File: src/rtl/mux_scan_ctrl_pkg.sv
`default_nettype none
// ============================================================================
// Module      : mux_scan_ctrl_pkg
// Description : Shared constants for the 8:1 mux scan controller: FSM state
//               encodings, default settle time, address and counter widths.
// Revision    : 1.0 - initial release
// ============================================================================
package mux_scan_ctrl_pkg;

    // Address width of the scanned mux (8 inputs).
    localparam int unsigned c_addr_w         = 3;
    // Default number of wait cycles between driving selects and sampling Y.
    localparam int unsigned c_settle_default = 1;
    // Settle counter width; covers the full 0..15 SETTLE range.
    localparam int unsigned c_cnt_w          = 4;

    // FSM state encodings.
    localparam logic [1:0] c_st_idle = 2'd0;
    localparam logic [1:0] c_st_scan = 2'd1;
    localparam logic [1:0] c_st_done = 2'd2;

    localparam logic [c_addr_w-1:0] c_addr_last = 3'd7;
    localparam logic [c_addr_w-1:0] c_addr_one  = 3'd1;
    localparam logic [c_cnt_w-1:0]  c_cnt_one   = 4'd1;

    // First address of a scan: zero for a full scan, the target otherwise.
    function automatic logic [c_addr_w-1:0] first_addr(
        input logic                single,
        input logic [c_addr_w-1:0] target
    );
        return single ? target : '0;
    endfunction

endpackage
`default_nettype wire

File: src/rtl/mux_settle_timer.sv
`default_nettype none
// ============================================================================
// Module      : mux_settle_timer
// Description : Settle down-counter. Loads SETTLE on load, counts down by one
//               per enabled cycle and parks at zero.
// Ports       : clk  - clock
//               rst  - asynchronous active-high reset (count cleared)
//               load - reload the count with SETTLE (wins over dec)
//               dec  - decrement enable (ignored when count is zero)
//               zero - count is zero
// Revision    : 1.0 - initial release
// ============================================================================
module mux_settle_timer
    import mux_scan_ctrl_pkg::*;
#(
    parameter int unsigned SETTLE = c_settle_default
) (
    input  logic clk,
    input  logic rst,
    input  logic load,
    input  logic dec,
    output logic zero
);

    logic [c_cnt_w-1:0] r_count;

    always_ff @(posedge clk or posedge rst) begin
        if (rst) begin
            r_count <= '0;
        end else if (load) begin
            r_count <= c_cnt_w'(SETTLE);
        end else if (dec && (r_count != '0)) begin
            r_count <= r_count - c_cnt_one;
        end
    end

    assign zero = (r_count == '0);

endmodule
`default_nettype wire

File: src/rtl/mux_scan_ctrl.sv
`default_nettype none
// ============================================================================
// Module      : mux_scan_ctrl
// Description : Scans an external 8:1 mux. Drives the select lines, waits
//               SETTLE cycles per address, samples Y into CAPTURE[address].
//               Full scan covers addresses 0..7; single mode one address.
// Ports       : clk        - clock, rising edge
//               rst        - asynchronous active-high reset
//               start      - scan request, honoured only in IDLE
//               abort      - cancel the scan (wins over start and sampling)
//               mode       - 0 = full scan, 1 = single address
//               addr[2:0]  - target address for single mode
//               y          - mux output being scanned
//               s0,s1,s2   - mux selects, {s0,s1,s2} = address (s0 MSB)
//               busy       - high in SCAN and DONE
//               done       - one-cycle completion pulse
//               valid      - capture holds a complete result
//               capture    - bit i = Y sampled at address i
// Revision    : 1.0 - initial release
// ============================================================================
module mux_scan_ctrl
    import mux_scan_ctrl_pkg::*;
#(
    parameter int unsigned SETTLE = c_settle_default
) (
    input  logic                clk,
    input  logic                rst,
    input  logic                start,
    input  logic                abort,
    input  logic                mode,
    input  logic [c_addr_w-1:0] addr,
    input  logic                y,
    output logic                s0,
    output logic                s1,
    output logic                s2,
    output logic                busy,
    output logic                done,
    output logic                valid,
    output logic [7:0]          capture
);

    logic [1:0]          r_state;
    logic [c_addr_w-1:0] r_addr;
    logic                r_single;
    logic                r_valid;
    logic [7:0]          r_capture;

    logic w_accept;
    logic w_in_scan;
    logic w_sample;
    logic w_last;
    logic w_advance;
    logic w_zero;

    assign w_in_scan = (r_state == c_st_scan);
    assign w_accept  = (r_state == c_st_idle) && start && !abort;
    // A sample edge is a SCAN edge with the settle count exhausted; abort
    // on that same edge suppresses the sample.
    assign w_sample  = w_in_scan && !abort && w_zero;
    assign w_last    = r_single || (r_addr == c_addr_last);
    assign w_advance = w_sample && !w_last;

    // Reloading on every address advance gives each address exactly
    // SETTLE+1 cycles: SETTLE counting cycles plus the sampling cycle.
    mux_settle_timer #(
        .SETTLE (SETTLE)
    ) u_settle_timer (
        .clk  (clk),
        .rst  (rst),
        .load (w_accept || w_advance),
        .dec  (w_in_scan && !abort),
        .zero (w_zero)
    );

    always_ff @(posedge clk or posedge rst) begin
        if (rst) begin
            r_state   <= c_st_idle;
            r_addr    <= '0;
            r_single  <= 1'b0;
            r_valid   <= 1'b0;
            r_capture <= 8'h00;
        end else begin
            case (r_state)
                c_st_idle: begin
                    if (w_accept) begin
                        r_state   <= c_st_scan;
                        r_addr    <= first_addr(mode, addr);
                        r_single  <= mode;
                        r_valid   <= 1'b0;
                        r_capture <= 8'h00;
                    end
                end
                c_st_scan: begin
                    if (abort) begin
                        // Partial capture bits are deliberately kept.
                        r_state <= c_st_idle;
                    end else if (w_sample) begin
                        r_capture[r_addr] <= y;
                        if (w_last) begin
                            r_state <= c_st_done;
                        end else begin
                            r_addr <= r_addr + c_addr_one;
                        end
                    end
                end
                c_st_done: begin
                    r_state <= c_st_idle;
                    if (!abort) begin
                        r_valid <= 1'b1;
                    end
                end
                default: begin
                    r_state <= c_st_idle;
                end
            endcase
        end
    end

    assign s0      = r_addr[2];
    assign s1      = r_addr[1];
    assign s2      = r_addr[0];
    assign busy    = (r_state == c_st_scan) || (r_state == c_st_done);
    assign done    = (r_state == c_st_done);
    assign valid   = r_valid;
    assign capture = r_capture;

endmodule
`default_nettype wire

File: config.mk
export PLATFORM = sky130hd
export DESIGN_NAME = mux_scan_ctrl
export DESIGN_NICKNAME = d
export VERILOG_FILES = /design/src/rtl/mux_scan_ctrl_pkg.sv /design/src/rtl/mux_settle_timer.sv /design/src/rtl/mux_scan_ctrl.sv
export SDC_FILE = /design/constraint.sdc
export NUM_CORES = 1
export LEC_CHECK = 0
export ABC_CLOCK_PERIOD_IN_PS = 1700
export CORE_MARGIN = 4
export CORE_UTILIZATION = 30
export DETAILED_ROUTE_END_ITERATION = 10
export HOLD_SLACK_MARGIN = 0.1
export PLACE_DENSITY = 0.5
export SETUP_SLACK_MARGIN = 0.4
export SLEW_MARGIN = 20
export SYNTH_ARGS = -nofsm -noshare
export SYNTH_HDL_FRONTEND = slang
export SYNTH_SLANG_ARGS = --single-unit
export TNS_END_PERCENT = 5
File: constraint.sdc
create_clock -name clk -period 1.7 [get_ports clk]
set_input_delay 0.34 -clock clk [delete_from_list [all_inputs] [get_ports clk]]
set_output_delay 0.34 -clock clk [all_outputs]
set_load 0.005 [all_outputs]
* Word level (Yosys, flattened, before mapping)
Index checks and enable logic that the tools add are counted. Widths: inputs -> output; s select.
Storage, ports and cells: flip-flop bits (word level) 19, bits in latches 0, RAM bits 0, bits in read-only memories 0, memories kept 0
Operators by class: add/subtract/negate cells 2, multiply operators 0, divide/modulo/power cells 0, $lt $le $gt $ge 2, equal/unequal tests 10, shift operators 0, muxes and demuxes 23, bitwise operators 0, reduce and logical (&&, ||, !) cells 23
Operator list (count):
- $mux 8 | 3
- $pmux 8 s2 | 1
- $mux 3 | 5
- $bwmux 8 | 1
- $mux 2 | 4
- $mux 4 | 2
- $ne 2x2->1 const B | 4
- $logic_and 1x1->1 | 7
- $ne 3x2->1 const B | 2
- $pmux 3 s2 | 1
- $reduce_and 3->1 | 2
- $reduce_bool 2->1 | 3
- $reduce_and 5->1 | 1
- $logic_not 4->1 | 1
- $lt 3x4->1 const B | 1
- $pmux 2 s2 | 1
- $reduce_and 4->1 | 1
- $reduce_bool 4->1 | 1
- $sub 4x1->4 const B | 1
- $add 3x1->3 const B | 1
- $demux 1 s3 | 1
- $eq 3x3->1 const B | 1
- $ge 3x1->1 const B | 1
- $logic_or 1x1->1 | 3
- 8 further kinds | 11

* Logic depth before layout (Yosys ltp)
Gate-level depths: netlist of run 1.
word-level depth 8, gate-level depth with buffers 6, gate-level depth less buffers 6

* Cells and area by module
From an unflattened synthesis of run 1, not the netlist that was laid out.
Unflattened totals: cells, all modules 129, area, all modules 1162.4 µm²
Modules (own cells, without submodules):
- mux_scan_ctrl | times used 1, cells an instance 105, area an instance 920.9 µm²
- mux_settle_timer | times used 1, cells an instance 24, area an instance 241.5 µm²

* Worst setup path after synthesis of run 1
No wires, ideal clock.
path type reg2reg, start point register r_addr[1], end point register r_addr[0], setup time 0.125 ns, arrival time 1.692 ns, data required time 1.575 ns, setup slack -0.116 ns, cell stages (with the launch flop) 7, buffers on the path 0, clock period less this slack 1.816 ns, cell sequence dfrtp_1 > ha_1 > ha_1 > nor2_1 > nand2b_4 > a211oi_4 > mux2_2
Between the ends: word-level cells in the longest chain between the ends 4
Ends and longest elaborated chain:
- from (decl) | RTL line mux_scan_ctrl.sv:43 | logic [c_addr_w-1:0] r_addr;
- from (signal assigned) | RTL line mux_scan_ctrl.sv:87 | r_addr <= first_addr(mode, addr);
- from (signal assigned) | RTL line mux_scan_ctrl.sv:102 | r_addr <= r_addr + c_addr_one;
- $eq 3x3->1 | RTL line mux_scan_ctrl.sv:60 | assign w_last = r_single || (r_addr == c_addr_last);
- $logic_or 1x1->1 | RTL line mux_scan_ctrl.sv:60
- $ne 2x2->1 (no source line)
- $reduce_and 5->1 (no source line)
Every way passes these cells. A chain may end at the register's enable or synchronous reset.

* Worst setup path after layout of run 1
start point register r_addr[0], end point register r_addr[1]
Between the ends: word-level cells in the longest chain between the ends 5, elaborated cells between the ends (all ways) 9
Ends and longest elaborated chain:
- $add 3x1->3 | RTL line mux_scan_ctrl.sv:102
- $mux 3 | RTL line mux_scan_ctrl.sv:99 | if (w_last) begin
- $mux 3 | RTL line mux_scan_ctrl.sv:97 | end else if (w_sample) begin
- $mux 3 | RTL line mux_scan_ctrl.sv:94 | if (abort) begin
- $pmux 3 s2 | RTL line mux_scan_ctrl.sv:83 | case (r_state)
Several ways; a longest one is shown, not always the timed one. The select of a mux whose other input is x is not followed.

==> results of run 1 <==
==> path summary, 6_finish.rpt <==
path	from	end	slack [ns]	cells after the start
min in group clk	capture[5]$_DFFE_PP0P_	capture[5]$_DFFE_PP0P_	0.50	2
hold / removal	rst	capture[0]$_DFFE_PP0P_	0.41	3
setup / recovery	r_addr[0]$_DFFE_PP0P_	r_addr[1]$_DFFE_PP0P_	-0.003	6
hold reg to reg	capture[5]$_DFFE_PP0P_	capture[5]$_DFFE_PP0P_	0.50	2
max in group asynchronous	rst	valid$_DFFE_PP0P_	1.09	3
setup reg to reg	r_addr[0]$_DFFE_PP0P_	r_addr[1]$_DFFE_PP0P_	-0.003	6
==> state kept, by name (all words and copies together) (netlist names) <==
name                    flops
capture                     8
r_addr                      3
r_single                    1
r_state                     2
u_settle_timer.r_count      4
valid                       1
==> area by class of cell <==
cell class	instances	share of cell area
inverter	8	0.0169
multi-input combinational	84	0.437
clock buffer	4	0.0254
sequential	19	0.268
timing repair buffer	43	0.219
tap	48	0.0339
==> cells by family (layout without fill, tap and decap cells) <==
kind of cell	after synthesis	count (layout)
muxes	5	5
adders and majority gates	6	6
and+or+nand+nor	34	34
buffers and inverters	13	55
AOI/OAI and AO/OA	38	38
xor gates and xnor gates	1	1
DFF	19	19
==> routing by layer <==
layer | part of all wire | track usage | up-vias
met4 | 0.0057 | 0.0260 | 0
li1 | - | - | 502
met1 | 0.47 | 0.164 | 501
met5 | 0 | 0 | -
met2 | 0.49 | 0.207 | 15
met3 | 0.037 | 0.0348 | 2
==> what timing repair did <==
item                                    CTS  global route
endpoints found under the setup margin   32            23
resized for setup                        36            20
pin swaps                                 9             9
hold buffers                              0             0
buffers inserted                          3             1
==> per-stage QoR <==
step / setup WS (ns) / setup TNS (ns) / power, uW / std cells
after floorplan: 0.0588 / 0 / 1520 / 116
after global placement: -0.222 / -1.73 / 2020 / 198
after detailed placement: -0.214 / -2.08 / 2040 / 198
after CTS: -0.0256 / -0.0685 / 2510 / 205
after global routing: -0.0733 / -0.475 / 2790 / 206
final: -0.00298 / -0.00368 / 2580 / 206
==> cells in the mapped netlist, drive strengths merged <==
master / count
a211o: 1
nand2: 9
a32o: 1
nor2b: 4
nor4: 1
o31ai: 2
and3: 1
nor2: 7
nand4b: 1
o21ai: 11
o22ai: 2
clkbuf: 5
inv: 8
o21a: 1
xnor2: 1
nand3: 1
a21boi: 3
nand2b: 6
and2b: 1
nand4bb: 1
a211oi: 3
o311ai: 1
ha: 6
dfrtp: 19
a22o: 6
nor3: 1
mux2: 4
o41ai: 1
a21oi: 6
mux2i: 1
or3: 1
==> power groups by stage <==
stage | Combinational, uW | Sequential (uW) | Clock [uW]
floorplan | 839 | 680 | 0
global placement | 1360 | 665 | 0
detailed placement | 1380 | 667 | 0
CTS | 1530 | 655 | 324
global route | 1780 | 672 | 340
finish | 1610 | 660 | 311
==> worst max-delay path: cells and delay by family (launching register included) <==
family / cells / cell delay (ns)
adders and majority gates: 2 / 0.37
muxes: 1 / 0.33
AOI/OAI and AO/OA: 1 / 0.30
DFF: 1 / 0.40
and+or+nand+nor: 2 / 0.19
==> metrics.md, run 1 <==
| Metric | Value |
|---|---|
| Outcome | finished, violations left |
| Failing checks | negative setup slack |
| Pwr dens | roughly 1500 mW/mm2 |
| Switching share of power | 0.388 |
| Die Width | around 70 um |
| Hold Crit Class | input port to async pin |
| Clock Path Buffers | 2 |
| Post-layout instance area | between 0.0015 and 0.002 mm2 |
| Min Tclk post-route | 1.70 ns |
| Synthesized instance count | ~120 |
| Sw power | approximately 1000 uW |
| Syn. warnings | 0 |
| Largest family of logic cells by synthesized area | compound AO/OA/AOI/OAI gates |
| Boundary pin count | 23 |
| Most frequent cells in the layout | dfrtp_1 (19), buf_4 (15), nand2_1 (9), clkdlybuf4s50_1 (9), dlygate4sd2_1 (9) |
| Placement-stage cell area | between 0.0015 and 0.002 mm2 |
| Row count | 22 |
| IO Port Bufs | 22 |
| Slew HR | 0.805 |
| Vias in the first global route | between 1k and 1.5k |
| DR pass1 iterations | 4 |
| FF+latch count, synth | 19 |
| Cell taking the most area after synthesis | dfrtp_1 |
| Placeable Area | 0.00366 mm2 |
| GRT overflow | 0 |
| Worst slew pin tran | slightly below 0.3 ns |
| First-pass GRT wire length | slightly above 5000 um |
| Max-cap viol count | 0 |
| Area added between synthesis and finish | 55.9% |
| Syn Std Cell Area | 0.00114 mm2 |
| Placer Congestion | 0.777 |
| Hold WS | 0.405 ns |
| Clk pwr share | 0.121 |
| CTS tree | built |
| Arrival time of the worst setup path | roughly 1.8 ns |
| Maximum vdd drop | between 600 and 700 uV |
| Mux share of post-synthesis cell area | 0.0484 |
| Synth top area share | 0.418 |
| Initial Util | 0.311 |
| Register Area | between 400 and 500 um2 |
| GRT Total Usage | 0.126 |
| Synth Area in Simple Gates | 0.178 |
| Post-Synth Adder-Cell Area | 0.0660 |
| Die ar. | 0.00484 mm2 |
| Cell Chain, Critical Path | ha_2, ha_4, nor2_4, nand2b_4, a211oi_4, mux2_4 |
| Drt first-iter violations | 32 |
| Layout fillers | about 340 |
| Slowest-stage cell, CP | dfrtp_1 |
| CTS root buf | clkbuf_8 |
| Synth area leaders | dfrtp_1 (42%), ha_1 (6.6%), o21ai_0 (4.8%), a22o_1 (4.6%), mux2_2 (4.0%) |
| DRT Wirelength | roughly 2800 um |
| Nets | around 170 |
| Net Count, Synth | 131 |
| H-tree Lvls | 1 |
| FMAX | slightly below 600 MHz |
| Pint | 1580 uW |
| Req. time, crit path | 1.84 ns |
| CP Max Fanout | 3 |
| Synth Area per Inst | roughly 9.8 um2 |
| Worst Clk Skew | around 0.0029 ns |
| WL/cell | about 14 um |
| Number of inserted diodes | 0 |
| Synth Area in Compound Gates | 0.239 |
| Final setup fails | 2 |
| Layout cells sized above 1 | 0.367 |
| Sequential element share of the synthesized area | 0.418 |
| Multi-input logic area | ~770 um2 |
| Final Hold Violating Endpoints | 0 |
| Setup crit end kind | flip-flop |
| Critical path launch point type | flip-flop |
| Final Util | 0.484 |
| Post-DRT Antenna Nets | 0 |
| Die H | ~70 um |
| Comb pwr share | 0.623 |
| CTS Buf Count | 3 |
| Post-DR vias/cell | a little under 5 |
| Post-synthesis xor/xnor area fraction | 0.00770 |
| CTS clk-pin slew, worst paths | around 0.070 ns |
| Max-slew violation count | 0 |
| Setup ws final | -0.00298 ns |
| DR vias | approximately 1.0k |
| Detailed Place HPWL | approximately 2100 um |
| Commonest non-fill, non-tap cell in the layout | dfrtp_1 |
| RSZ-0062 raised after global routing | true |
| DRC viols | 0 |
| Sequential power share | 0.256 |
| CP peak stage delay | ~0.40 ns |
| Initial antenna violation count | 0 |
| Post-synth cell types | 34 |
| Setup Crit Path Kind | flip-flop to flip-flop |
| CTS Sinks | 19 |
| Tcrit/Tclk final | 1.00 |
| Pin count of the biggest net entering global routing | 20 |
| Static leakage | ~0.00078 uW |
| Clock insertion delay at the later pin of the skew report | about 0.25 ns |
(Power assumes the default switching activity.)
==> inputs of run 2 (changes only) <==
- PLACE_DENSITY: 0.5 -> 0.53
==> metrics.md, run 2 (synthesized netlist as in run 1, its figures left out) <==
| Metric | Value |
|---|---|
| Outcome | finished, violations left |
| Failing checks | negative setup slack |
| Nets | approximately 170 |
| Tcrit/Tclk final | 1.01 |
| WL/cell | ~14 um |
| GRT overflow | 0 |
| Layout cells sized above 1 | 0.344 |
| DRC viols | 0 |
| Clock Path Buffers | 2 |
| Pwr dens | between 1000 and 1500 mW/mm2 |
| Placeable Area | roughly 0.0037 mm2 |
| Area added between synthesis and finish | 51.0% |
| Setup crit start | r_addr[1]$_DFFE_PP0P_ |
| Placement-stage cell area | approximately 0.0016 mm2 |
| CP peak stage delay | roughly 0.40 ns |
| Post-route insts no fill | just over 200 |
| Placed cells | approximately 200 |
| Drt first-iter violations | 25 |
| CP Max Fanout | 3 |
| Clock insertion delay at the later pin of the skew report | about 0.25 ns |
| Req. time, crit path | roughly 1.8 ns |
| Post-DR vias/cell | ~4.8 |
| Final Hold Violating Endpoints | 0 |
| Placer Congestion | about 0.77 |
| Die Width | 69.6 um |
| GRT Total Usage | 0.119 |
| First-pass GRT wire length | about 4700 um |
| IO Port Bufs | 22 |
| Arrival time of the worst setup path | roughly 1.9 ns |
| H-tree Lvls | 1 |
| CTS tree | built |
| DRT Wirelength | between 2000 and 3000 um |
| Origin of the critical flop-to-flop path | r_addr[1]$_DFFE_PP0P_ |
| CTS Sinks | 19 |
| Detailed Place HPWL | roughly 2100 um |
| Slew HR | 0.753 |
| Worst slew pin tran | 0.371 ns |
| Number of inserted diodes | 0 |
| DR pass1 iterations | 4 |
| Final setup fails | 3 |
| Setup ws final | -0.0179 ns |
| FMAX | approximately 580 MHz |
| DR vias | between 900 and 1k |
| Die H | approximately 70 um |
| CTS Buf Count | 3 |
| Initial Util | 0.311 |
| Row count | 22 |
| Min Tclk post-route | about 1.7 ns |
| Pwr Total | ~2500 uW |
| Post-layout instance area | around 0.0017 mm2 |
| Pin count of the biggest net entering global routing | 20 |
| Maximum vdd drop | 599 uV |
| Initial antenna violation count | 0 |
| CTS clk-pin slew, worst paths | ~0.080 ns |
| Boundary pin count | 23 |
| Static leakage | approximately 0.00077 uW |
| RSZ-0062 raised after global routing | true |
| Worst Clk Skew | ~0.0036 ns |
| Post-DRT Antenna Nets | 0 |
| Max-cap viol count | 0 |
| CTS root buf | clkbuf_8 |
| Cell Chain, Critical Path | ha_2, ha_4, nor2_4, nand2b_4, a211oi_4, mux2_4 |
| Most frequent cells in the layout | dfrtp_1 (19), buf_4 (16), dlygate4sd2_1 (10) |
| Post-CTS Hold Buffers | 0 |
| Total negative slack | -0.0517 ns |
| Pre-CTS WS | -0.216 ns |
| Critical path launch point type | flip-flop |
| Commonest non-fill, non-tap cell in the layout | dfrtp_1 |
| Die ar. | ~0.0048 mm2 |
| Slowest-stage cell, CP | dfrtp_1 |
| Hold Crit Class | input port to async pin |
| Max-slew violation count | 0 |
| Setup Crit Path Kind | flip-flop to flip-flop |
| Vias in the first global route | ~1.0k |
| Setup crit end kind | flip-flop |
| Max FFs per register | 8 |
==> run 2: per-stage QoR <==
stage / utilization / hold slack [ns]
floorplan: - / 0.291
global route: 0.469 / 0.427
global placement: 0.431 / 0.499
detailed placement: 0.431 / 0.495
CTS: 0.453 / 0.412
finish: 0.469 / 0.402
==> run 2: worst paths after layout <==
kind / to / slack (ns) / cells after the start
worst max-delay path: r_addr[2]$_DFFE_PP0P_ / -0.02 / 6
worst min-delay path: u_settle_timer.r_count[0]$_DFFE_PP0P_ / 0.40 / 3
worst max register to register: r_addr[2]$_DFFE_PP0P_ / -0.02 / 6
worst min register to register: capture[5]$_DFFE_PP0P_ / 0.50 / 2
max in group asynchronous: r_single$_DFFE_PP0P_ / 1.09 / 3
min in group clk: capture[5]$_DFFE_PP0P_ / 0.50 / 2
==> run 2: metal layers <==
| layer | vias to the layer above | part of all wire | GRT usage |
|---|---|---|---|
| li1 | 496 | - | - |
| met1 | 484 | 0.49 | 0.153 |
| met2 | 11 | 0.48 | 0.201 |
| met3 | 2 | 0.023 | 0.0246 |
| met4 | 0 | 0.0086 | 0.0325 |
| met5 | - | 0 | 0 |
==> run 2: critical path: cells and delay by family, from the launching register on <==
family                   cells  cell delay, ns
flip-flops                   1            0.40
adder cells (fa/ha/maj)      2            0.37
multiplexers                 1            0.33
AO/OA/AOI/OAI                1            0.31
AND/OR/NAND/NOR              2            0.20
==> run 2: power by group <==
group          leakage (uW)  total [uW]  internal, uW  switching [uW]
Combinational      0.000493        1540           798             743
Clock             0.0000255         318           163             156
Sequential         0.000252         656           569            86.2
==> run 2: timing repair <==
| item | in CTS | in global routing |
|---|---|---|
| endpoints found under the setup margin | 32 | 23 |
| buffers inserted | 2 | 2 |
| gates resized for setup | 30 | 23 |
| pin swaps | 4 | 13 |
==> run 2: cell type report <==
class,instances,area (um2)
fill,367,1940
multi-input combinational,84,746
sequential,19,475
timing repair buffer,42,360
tap,48,60.1
clock buffer,3,41.3
inverter,8,30.0
clock inverter,1,5.00
==> inputs of run 3 (changes only) <==
- CELL_PAD_IN_SITES_DETAIL_PLACEMENT: default -> 1
- CELL_PAD_IN_SITES_GLOBAL_PLACEMENT: default -> 2
- CORE_UTILIZATION: 30 -> 28
- PLACE_DENSITY: 0.53 -> 0.74
- SETUP_SLACK_MARGIN: 0.4 -> 0.15
==> metrics.md, run 3 (synthesized netlist as in run 1, its figures left out) <==
| Metric | Value |
|---|---|
| Sequential power share | 0.270 |
| Slowest-stage cell, CP | dfrtp_1 |
| Post-DRT Antenna Nets | 0 |
| Worst Clk Skew | approximately 0.0055 ns |
| Slew HR | 0.711 |
| CP peak stage delay | roughly 0.40 ns |
| Die ar. | around 0.0051 mm2 |
| DRT Wirelength | approximately 3200 um |
| IO Port Bufs | 22 |
| Final Hold Violating Endpoints | 0 |
| Setup Crit Path Kind | flip-flop to flip-flop |
| Commonest non-fill, non-tap cell in the layout | dfrtp_1 |
| H-tree Lvls | 1 |
| FMAX | approximately 570 MHz |
| Layout cells sized above 1 | 0.306 |
| Static leakage | approximately 0.00072 uW |
| Failing checks | negative setup slack |
| First-pass GRT wire length | 5710 um |
| Clock Path Buffers | 2 |
| Worst slew pin tran | between 0.4 and 0.5 ns |
| Die Width | approximately 72 um |
| Sw power | 961 uW |
| CTS Sinks | 19 |
| CP Max Fanout | 6 |
| GRT overflow | 0 |
| RSZ-0062 raised after global routing | true |
| Nets | ~170 |
| Layout fillers | roughly 430 |
| CTS root buf | clkbuf_8 |
| Setup crit end kind | flip-flop |
| Initial antenna violation count | 0 |
| Met2 Wirelength | about 1600 um |
| Req. time, crit path | about 1.9 ns |
| Outcome | finished, violations left |
| Min Tclk post-route | ~1.7 ns |
| Top sig layer | met4 |
| Pin count of the biggest net entering global routing | 20 |
| Placeable Area | between 0.003 and 0.004 mm2 |
| Clk pwr share | 0.135 |
| Max FFs per register | 8 |
| Cell Chain, Critical Path | inv_2, ha_4, nand4bb_4, nand2b_4, a211oi_4, mux2_4 |
| Total negative slack | -0.114 ns |
| Switching share of power | 0.393 |
| Pwr dens | about 1500 mW/mm2 |
| Comb pwr share | 0.595 |
| Placer Congestion | 0.792 |
| Area added between synthesis and finish | 48.1% |
| Tcrit/Tclk final | 1.02 |
| Most frequent cells in the layout | dfrtp_1 (19), clkdlybuf4s50_1 (17), buf_4 (17) |
| Number of inserted diodes | 0 |
| GRT Total Usage | 0.137 |
| Boundary pin count | 23 |
| DR pass1 iterations | 4 |
| Setup ws final | -0.0425 ns |
| Vias in the first global route | between 1k and 1.5k |
| Final Util | 0.443 |
| Max-cap viol count | 0 |
| WL/cell | between 15 and 20 um |
| Die H | 71.7 um |
| Met3 Routed Length | between 100 and 150 um |
| DRC viols | 0 |
| Detailed Place HPWL | 2510 um |
| WL met1 | roughly 1500 um |
| Post-DR vias/cell | 4.95 |
| Hold Crit Class | input port to async pin |
| Initial Util | 0.299 |
| CTS clk-pin slew, worst paths | around 0.080 ns |
| Maximum vdd drop | 613 uV |
| Critical path launch point type | flip-flop |
| Pint | about 1500 uW |
| Arrival time of the worst setup path | ~1.9 ns |
| Multi-input logic area | approximately 700 um2 |
| Post-layout instance area | 0.00168 mm2 |
| Final setup fails | 3 |
| CTS Buf Count | 3 |
| Pre-CTS WS | -0.160 ns |
| Max-slew violation count | 0 |
| Drt first-iter violations | 24 |
| Register Area | about 480 um2 |
| Clock insertion delay at the later pin of the skew report | approximately 0.26 ns |
| CTS tree | built |
| Row count | 22 |
| DR vias | 1014 |
| Placement-stage cell area | between 0.0015 and 0.002 mm2 |
==> run 3: changes by cell type in the layout (fill, tap and decap cells not counted), sizes merged <==
cell and delta:
clkbuf -1, buf -3, dlygate4sd2 -6, clkdlybuf4s50 +10
==> run 3: routing by layer <==
layer	global-route usage	vias to the layer above
met5	0	-
met3	0.0224	4
li1	-	501
met4	0.0313	0
met1	0.183	491
met2	0.232	18
==> run 3: power by group through the flow <==
| stage | combinational, uW | clock [uW] | sequential [uW] |
|---|---|---|---|
| final | 1450 | 330 | 661 |
| after global routing | 1630 | 355 | 676 |
| after CTS | 1470 | 339 | 662 |
| after detailed placement | 1420 | 0 | 672 |
| after global placement | 1380 | 0 | 662 |
| after floorplan | 839 | 0 | 680 |
==> run 3: what timing repair did <==
action | CTS | global route
pin swaps | 1 | 3
buffers inserted | 2 | 0
setup endpoints to repair | 19 | 20
resized for setup | 17 | 6
hold buffers | 0 | 0
==> run 3: final cells by class <==
class / instances / share of cell area
multi-input cells: 84 / 0.416
flip-flops and latches: 19 / 0.282
repair buffers: 42 / 0.221
well taps: 48 / 0.0357
clock buffers: 3 / 0.0245
inverters: 8 / 0.0178
clock inverters: 1 / 0.00297
==> run 3: critical path, delay by kind of cell, from the launching register on <==
kind                       cells  cell delay, ns
DFF                            1            0.40
muxes                          1            0.33
adders and majority gates      1            0.17
AOI/OAI and AO/OA              1            0.31
buffers and inverters          1            0.10
and+or+nand+nor                2            0.32
==> run 3: metrics by stage <==
stage	hold slack, ns	cells	total power (uW)
after floorplan	0.291	116	1520
after global placement	0.489	199	2040
after detailed placement	0.493	199	2090
after CTS	0.424	205	2470
after global routing	0.455	205	2660
final	0.406	205	2440
==> run 3: path summary, 6_finish.rpt <==
kind,start,cells past startpoint,slack [ns],to
max in group asynchronous,rst,3,1.08,capture[5]$_DFFE_PP0P_
min reg2reg,capture[2]$_DFFE_PP0P_,1,0.51,capture[2]$_DFFE_PP0P_
max reg2reg,r_state[1]$_DFFE_PP0P_,6,-0.04,r_addr[1]$_DFFE_PP0P_
max,r_state[1]$_DFFE_PP0P_,6,-0.04,r_addr[1]$_DFFE_PP0P_
min in group clk,capture[2]$_DFFE_PP0P_,1,0.51,capture[2]$_DFFE_PP0P_
min,rst,3,0.41,u_settle_timer.r_count[0]$_DFFE_PP0P_
